[config.mk]
export PLATFORM = sky130hd
export DESIGN_NAME = store_rmw_unit
export DESIGN_NICKNAME = d
export VERILOG_FILES = /design/src/rtl/store_load_pkg.sv /design/src/rtl/store_lane_merge.sv /design/src/rtl/store_rmw_unit.sv
export SDC_FILE = /design/constraint.sdc
export NUM_CORES = 1
export LEC_CHECK = 0
export CORE_MARGIN = 5
export CORE_UTILIZATION = 45
export CTS_CLUSTER_SIZE = 14
export DETAILED_ROUTE_END_ITERATION = 7
export GPL_ROUTABILITY_DRIVEN = 0
export PLACE_DENSITY_LB_ADDON = 0.12
export SLEW_MARGIN = 30
export SYNTH_ARGS = -nofsm -noshare
export SYNTH_HDL_FRONTEND = slang
export SYNTH_SLANG_ARGS = --single-unit
[constraint.sdc]
create_clock -name clk -period 8.7 [get_ports clk]
set_clock_uncertainty 0.05 [all_clocks]
set_input_delay 1.74 -clock clk [delete_from_list [all_inputs] [get_ports clk]]
set_output_delay 1.74 -clock clk [all_outputs]
set_load 0.1 [all_outputs]
[src/rtl/store_load_pkg.sv]
// rtl/store_load_pkg.sv - size encodings, FSM state encoding and limits shared by the store/load size paths
package store_load_pkg;

  typedef logic [1:0] store_size_t;

  localparam store_size_t SIZE_BYTE    = 2'b00;
  localparam store_size_t SIZE_HALF    = 2'b01;
  localparam store_size_t SIZE_WORD    = 2'b10;
  localparam store_size_t SIZE_ILLEGAL = 2'b11;

  localparam logic [2:0] ST_IDLE  = 3'd0;
  localparam logic [2:0] ST_READ  = 3'd1;
  localparam logic [2:0] ST_WRITE = 3'd2;
  localparam logic [2:0] ST_DONE  = 3'd3;
  localparam logic [2:0] ST_ERR   = 3'd4;

  localparam int MAX_READ_LATENCY = 7;

  function automatic logic size_is_legal(input store_size_t size);
    return size != SIZE_ILLEGAL;
  endfunction

endpackage

[src/rtl/store_lane_merge.sv]
// rtl/store_lane_merge.sv - combinational lane merge of store data into an old memory word
// Lane offsets honoured only when STORE_BYTE_OFFSET_EN is defined; otherwise the low lane is always used.
module store_lane_merge
  import store_load_pkg::*;
#(
  parameter int DATA_W = 32
) (
  input  logic [DATA_W-1:0] old_word,
  input  logic [DATA_W-1:0] new_data,
  input  logic [1:0]        size,
  input  logic [1:0]        offset,
  output logic [DATA_W-1:0] merged_word
);

`ifndef STORE_BYTE_OFFSET_EN
  logic unused_offset;
  assign unused_offset = ^offset;
`endif

  always_comb begin
    merged_word = old_word;
    case (size)
      SIZE_BYTE: begin
`ifdef STORE_BYTE_OFFSET_EN
        merged_word[{offset, 3'b000} +: 8] = new_data[7:0];
`else
        merged_word[7:0] = new_data[7:0];
`endif
      end
      SIZE_HALF: begin
`ifdef STORE_BYTE_OFFSET_EN
        if (offset[1]) merged_word[16 +: 16] = new_data[15:0];
        else           merged_word[0 +: 16]  = new_data[15:0];
`else
        merged_word[15:0] = new_data[15:0];
`endif
      end
      SIZE_WORD: merged_word = new_data;
      default:   merged_word = old_word;
    endcase
  end

endmodule

[src/rtl/store_rmw_unit.sv]
// rtl/store_rmw_unit.sv - sb/sh/sw store unit with read-merge-write for sub-word stores
// Optional lane offsets and alignment errors under STORE_BYTE_OFFSET_EN.
module store_rmw_unit
  import store_load_pkg::*;
#(
  parameter int MEM_READ_LATENCY = 1,
  parameter int DATA_W           = 32
) (
  input  logic              clk,
  input  logic              reset,
  input  logic              start,
  input  logic [1:0]        store_size_control,
  input  logic [DATA_W-1:0] addr_in,
  input  logic [DATA_W-1:0] store_data_in,
  input  logic [DATA_W-1:0] mem_rd_data,
  output logic [DATA_W-1:0] mem_addr,
  output logic              mem_wr,
  output logic [DATA_W-1:0] mem_wr_data,
  output logic              busy,
  output logic              done,
  output logic              error
);

  localparam logic [2:0] LAT_LAST = 3'(MEM_READ_LATENCY - 1);

  logic [2:0]        state_q, state_d;
  logic [2:0]        lat_cnt_q, lat_cnt_d;
  logic [DATA_W-1:0] merge_q, merge_d;
  logic [DATA_W-1:0] addr_q, addr_d;
  logic [DATA_W-1:0] data_q, data_d;
  logic [1:0]        size_q, size_d;
  logic [DATA_W-1:0] mem_addr_q, mem_addr_d;
  logic              mem_wr_q, mem_wr_d;
  logic [DATA_W-1:0] mem_wr_data_q, mem_wr_data_d;
  logic              busy_q, busy_d;
  logic              done_q, done_d;
  logic              error_q, error_d;
  logic              misaligned;
  logic [DATA_W-1:0] merged_word;

  store_lane_merge #(
    .DATA_W(DATA_W)
  ) u_merge (
    .old_word   (mem_rd_data),
    .new_data   (data_q),
    .size       (size_q),
    .offset     (addr_q[1:0]),
    .merged_word(merged_word)
  );

  always_comb begin
    state_d   = state_q;
    lat_cnt_d = lat_cnt_q;
    merge_d   = merge_q;
    addr_d    = addr_q;
    data_d    = data_q;
    size_d    = size_q;

    misaligned = 1'b0;
`ifdef STORE_BYTE_OFFSET_EN
    misaligned = ((store_size_control == SIZE_HALF) && addr_in[0]) ||
                 ((store_size_control == SIZE_WORD) && (addr_in[1:0] != 2'b00));
`endif

    case (state_q)
      ST_IDLE: begin
        if (start) begin
          addr_d    = addr_in;
          data_d    = store_data_in;
          size_d    = store_size_control;
          lat_cnt_d = '0;
          if (!size_is_legal(store_size_control) || misaligned) state_d = ST_ERR;
          else if (store_size_control == SIZE_WORD)              state_d = ST_WRITE;
          else                                                   state_d = ST_READ;
        end
      end
      ST_READ: begin
        // Read data is only trusted on the closing edge of the last latency cycle.
        if (lat_cnt_q == LAT_LAST) begin
          merge_d = merged_word;
          state_d = ST_WRITE;
        end else begin
          lat_cnt_d = lat_cnt_q + 3'd1;
        end
      end
      ST_WRITE: state_d = ST_DONE;
      ST_DONE:  state_d = ST_IDLE;
      ST_ERR:   state_d = ST_IDLE;
      default:  state_d = ST_IDLE;
    endcase

    // Outputs are decoded from the next state so they appear registered in the state they belong to.
    mem_addr_d    = ((state_d == ST_READ) || (state_d == ST_WRITE)) ? {addr_d[DATA_W-1:2], 2'b00} : '0;
    mem_wr_d      = (state_d == ST_WRITE);
    mem_wr_data_d = '0;
    if (state_d == ST_WRITE) mem_wr_data_d = (size_d == SIZE_WORD) ? data_d : merge_d;
    busy_d        = (state_d != ST_IDLE);
    done_d        = (state_d == ST_DONE);
    error_d       = (state_d == ST_ERR);
  end

  always_ff @(posedge clk or posedge reset) begin
    if (reset) begin
      state_q       <= ST_IDLE;
      lat_cnt_q     <= '0;
      merge_q       <= '0;
      addr_q        <= '0;
      data_q        <= '0;
      size_q        <= '0;
      mem_addr_q    <= '0;
      mem_wr_q      <= 1'b0;
      mem_wr_data_q <= '0;
      busy_q        <= 1'b0;
      done_q        <= 1'b0;
      error_q       <= 1'b0;
    end else begin
      state_q       <= state_d;
      lat_cnt_q     <= lat_cnt_d;
      merge_q       <= merge_d;
      addr_q        <= addr_d;
      data_q        <= data_d;
      size_q        <= size_d;
      mem_addr_q    <= mem_addr_d;
      mem_wr_q      <= mem_wr_d;
      mem_wr_data_q <= mem_wr_data_d;
      busy_q        <= busy_d;
      done_q        <= done_d;
      error_q       <= error_d;
    end
  end

  assign mem_addr    = mem_addr_q;
  assign mem_wr      = mem_wr_q;
  assign mem_wr_data = mem_wr_data_q;
  assign busy        = busy_q;
  assign done        = done_q;
  assign error       = error_q;

endmodule

==> results of run 1 <==
-- routing by layer --
metal | global-route usage, % | part of all wire, %
met5 | 0 | 0
met4 | 8.96 | 2.9
met3 | 6.99 | 7.1
met2 | 31.9 | 50
met1 | 22.1 | 40
-- state kept, by name, indices dropped and copies added, names as in the netlist --
signal / count
addr_q: 30
lat_cnt_q: 3
busy: 1
error: 1
mem_wr_data: 32
mem_addr: 30
mem_wr: 1
data_q: 32
done: 1
size_q: 2
state_q: 3
-- cell type report --
| cell class | instances | area, sq um |
|---|---|---|
| timing repair buffer | 172 | 1710 |
| clock inverter | 13 | 178 |
| inverter | 6 | 27.5 |
| fill | 1046 | 4520 |
| multi-input combinational | 327 | 2220 |
| clock buffer | 19 | 443 |
| tap | 172 | 215 |
| sequential | 136 | 3400 |
-- through the flow --
stage          cell area [sq um]  cells  worst slack, ps  hold WS, ps
6_report                    8200    845             4920          438
5_1_grt                     8200    845             4790          452
4_1_cts                     8200    845             4920          443
3_5_place_dp                7580    813             4490          430
3_3_place_gp                7560    812             4530          424
2_1_floorplan               5880    512             3270          416
-- worst paths after layout --
kind	to	slack [ps]	cells past startpoint
min in group asynchronous	mem_addr[15]	1750	2
worst min-delay path	addr_q[17]	440	1
worst max register to register	mem_wr_data[4]	6030	6
worst min register to register	addr_q[17]	440	1
worst max-delay path	mem_wr_data[4]	4920	6
max in group asynchronous	mem_wr_data[15]	5820	3
-- critical path, stage by stage --
cell	delay (ps)
clkdlybuf4s50_1	530
nor4b_4	230
buf_4	690
nor4b_4	200
buf_4	290
a221o_1	320
-- cell usage in the layout, fill, tap and decap left out, types with 6 or more instances in the layout --
| cell type | instances |
|---|---|
| mux2i_1 | 33 |
| a221o_1 | 32 |
| dfrtp_1 | 136 |
| buf_4 | 6 |
| nor2b_1 | 33 |
| nor3_1 | 32 |
| and3_1 | 34 |
| clkdlybuf4s50_1 | 164 |
| clkbuf_16 | 17 |
| mux2_2 | 31 |
| nand2_1 | 104 |
-- kinds of logic after synthesis --
logic type / synth area share [%]
mux: 12.0
other cells: 0.0639
fa+ha+maj: 0.852
compound gates: 6.14
flops: 57.9
buf+inv: 4.43
simple gates: 18.6
==> run metrics, run 1 <==
status completed; HPWL after detailed placement 9510 um; Syn Inst Count 511; Highest Clock Rate 0.265 GHz; Skew-Pair Late Insertion Delay 410 ps; largest net degree at the start of global routing 81; Slew Limit Fails 0; Antenna diodes 0; Crit Path Class in2reg; Final ANT Viol Nets 0; Tcrit/Tclk final 43.4%; count leader, synth dfrtp_1; Initial Util 46.2%; synthesized cell area 5870 sq um; CP Capture Type register; final hold vios 0; Avg Synthesized Cell Area 11.5 sq um; setup violators final 0; TNS Setup 0 ps; TritonCTS clock tree built; total of max-cap violations 0; Post-Route WL 14,500 um; routed vias 4,401; Hold-fix buffers, CTS 0; Synth Register Bits 136; Critical Path Fanout Max 80; Worst Tran Pin Value 1030 ps; PostCTS Resize Cnt 0; first-pass GRT wire length 23,900 um; Synth top area share 57.9%; Worst Path Arrival 4020 ps; Global Route Usage Sum 19.2%; die width 124 um; maximum clock insertion buffer count 2; initial antenna violation count 0; slew margin rel. 31.4%; IO Port Bufs 164; num rows 41; RSZ-0062 raised after global routing false; DRC violations left 0; Yosys warning total 0; Root Buffer clkbuf_16; ranking of synthesized cells by area dfrtp_1, nand2_1, mux2_2, mux2i_1, a221o_1; Via density 5.21; cts bufs inserted 17; DR WL/cell 17.2 um; Iter 0 DRT Violations 448; Crit. Startpoint start; Post-CTS Setup Bufs 0; fin nets 765; vias in the first global route 4,678; crit start category input pin; post-synth cell types 30; dominant cell type by area after synthesis dfrtp_1; # H-tree levels 4; Post-synth EDFFs 0; FF-to-FF Start lat_cnt_q[0]; synthesis-to-layout area growth 39.7%; worst min-delay path class reg2reg; Seq/Total Area, Yosys 57.9%; Die H 124 um; core footprint 12,700 sq um; layout cells sized above 1 11.7%; final core utilization 64.5%; post-layout min period 3780 ps; Post-synth ARST share 100%; ys flop type dfrtp_1; I/O pin total 169; Initial DRT Pass Iterations 4; clk sink count 136; Worst Path Required 8940 ps; clk slew on worst S/H paths 60 ps; hold_sp addr_q[17]; die area 15,400 sq um; GRT Residual Overflow 0; most instantiated cells after synthesis dfrtp_1, nand2_1, and3_1, nor2b_1, mux2i_1
Power of run 1 is not shown: default switching activity piles up to over one toggle a cycle in this logic, so the estimate is an artifact.
==> run 2: changes to the inputs <==
clock period = 3.9 ns   (was 8.7 ns; I/O delays follow)
==> run 2 against run 1 <==
Via count grew 0.36%. Core utilization grew 0.15 points. First-iteration DRC count shrank 39%. Critical path depth shrank 5. Register-to-register slack lost 4700 ps. Sequential share of layout area shrank 0.095 points. Critical endpoint is now mem_wr_data[3].
==> run metrics, run 2 (synthesis gave the netlist of run 1 again) <==
first-pass GRT wire length 24,000 um (+0.23%); Via density 5.22 (+0.24%); core footprint 12,700 sq um (unchanged); status completed; Iter 0 DRT Violations 275 (-39%); Root Buffer clkbuf_16; Initial DRT Pass Iterations 7 (+3); total of max-cap violations 0 (unchanged); TNS Setup 0 ps (unchanged); slew margin rel. 31.3% (-0.12 points); RSZ-0062 raised after global routing false; critical path's slowest cell clkdlybuf4s50_1; Layout Cells excl Fill 846 (+0.12%); Highest Clock Rate 0.365 GHz; DRC violations left 0 (unchanged); synthesis-to-layout area growth 40.0%; post-route cell area 8220 sq um (+0.23%); clk slew on worst S/H paths 60 ps (about the same); placed cell areas 7640 sq um (+0.74%); PostCTS Resize Cnt 0 (unchanged); CP Cell Sequence clkdlybuf4s50_1; vias in the first global route 4,646 (-0.68%); largest net degree at the start of global routing 103 (+27%); initial antenna violation count 0 (unchanged); Skew-Pair Late Insertion Delay 410 ps (about the same); layout cells sized above 1 11.7% (-0.017 points); setup violators final 0 (unchanged); Hold-fix buffers, CTS 0 (unchanged); crit-path max cell delay 1140 ps (+450 ps); GRT Residual Overflow 0 (unchanged); TritonCTS clock tree built; final hold vios 0 (unchanged); # H-tree levels 4 (unchanged); Worst Path Required 3070 ps (-5870 ps); CP Capture Type output port; crit start category register; placed insts 814 (+0.12%); maximum clock insertion buffer count 2 (unchanged); clk sink count 136 (unchanged); Antenna diodes 0 (unchanged); worst min-delay path class reg2reg; post-layout min period 2740 ps; IO Port Bufs 164 (unchanged); Initial Util 46.2% (unchanged); DR WL/cell 17.5 um (+1.4%); Global Route Usage Sum 19.5% (+0.29 points); Die H 124 um (unchanged); fin nets 766 (+0.13%); Worst Tran Pin Value 1030 ps (+1.79 ps); routed vias 4,417 (+0.36%); Critical Path Fanout Max 1 (-99%); die area 15,400 sq um (unchanged); most frequent cells in the layout clkdlybuf4s50_1, dfrtp_1, nand2_1; HPWL after detailed placement 9600 um (+0.96%); Tcrit/Tclk final 70.3%; Post-CTS Setup Bufs 0 (unchanged); Worst Path Arrival 1910 ps (-2110 ps); I/O pin total 169 (unchanged); cts bufs inserted 17 (unchanged); Post-Route WL 14,800 um (+1.6%); Slew Limit Fails 0 (unchanged); Worst Path Buf+Inv 1 (-2); Crit Path Class reg2out; num rows 41 (unchanged); Final ANT Viol Nets 0 (unchanged); die width 124 um (unchanged); cell family with most CP delay buffers and inverters; most common cell after layout, fill and taps aside clkdlybuf4s50_1
[run 2: cell types whose count changed in the layout (fill, tap and decap cells not counted), sizes merged]
cell / delta
buf: +1
bufinv: -1
clkinv: +4
clkinvlp: -3
[run 2: path summary, 6_finish.rpt]
check,startpoint,endpoint,slack (ps),cells after the start
hold / removal,addr_q[18],addr_q[18],440,1
hold reg to reg,addr_q[18],addr_q[18],440,1
setup reg to reg,state_q[0],mem_wr_data[31],1380,4
min in group asynchronous,reset,mem_wr_data[6],820,2
max in group asynchronous,reset,mem_addr[25],2250,3
setup / recovery,mem_wr_data[3],mem_wr_data[3],1160,1
[run 2: stage by stage]
step	setup WS, ps	hold slack, ps	utilization (%)
after detailed placement	932	430	60.0
after global placement	758	425	59.9
after floorplan	1380	416	-
after CTS	1130	443	64.6
final	1160	438	64.6
after global routing	1110	456	64.6
[run 2: layout make-up]
cell class | count | area [sq um]
sequential | 136 | 3400
clock inverter | 13 | 154
timing repair buffer | 173 | 1770
tap | 172 | 215
multi-input combinational | 327 | 2220
clock buffer | 19 | 433
fill | 1058 | 4500
inverter | 6 | 26.3
[run 2: routing by layer]
metal | GRT usage (%) | share of wire (%) | wire, um | vias to the layer above
met5 | 0 | 0 | 0 | -
met4 | 7.99 | 1.4 | 204 | 0
met3 | 6.90 | 7.1 | 1050 | 19
met2 | 32.5 | 51 | 7480 | 156
met1 | 22.9 | 41 | 6030 | 2188
li1 | - | - | - | 2054
[run 2: worst reg2reg max path, delay by kind of cell, from the launching register on]
kind	cells	cell delay, ps
DFF	1	480
and+or+nand+nor	2	1490
buffers and inverters	1	260
AOI/OAI and AO/OA	1	180
Power of run 2 is left out for the same reason.
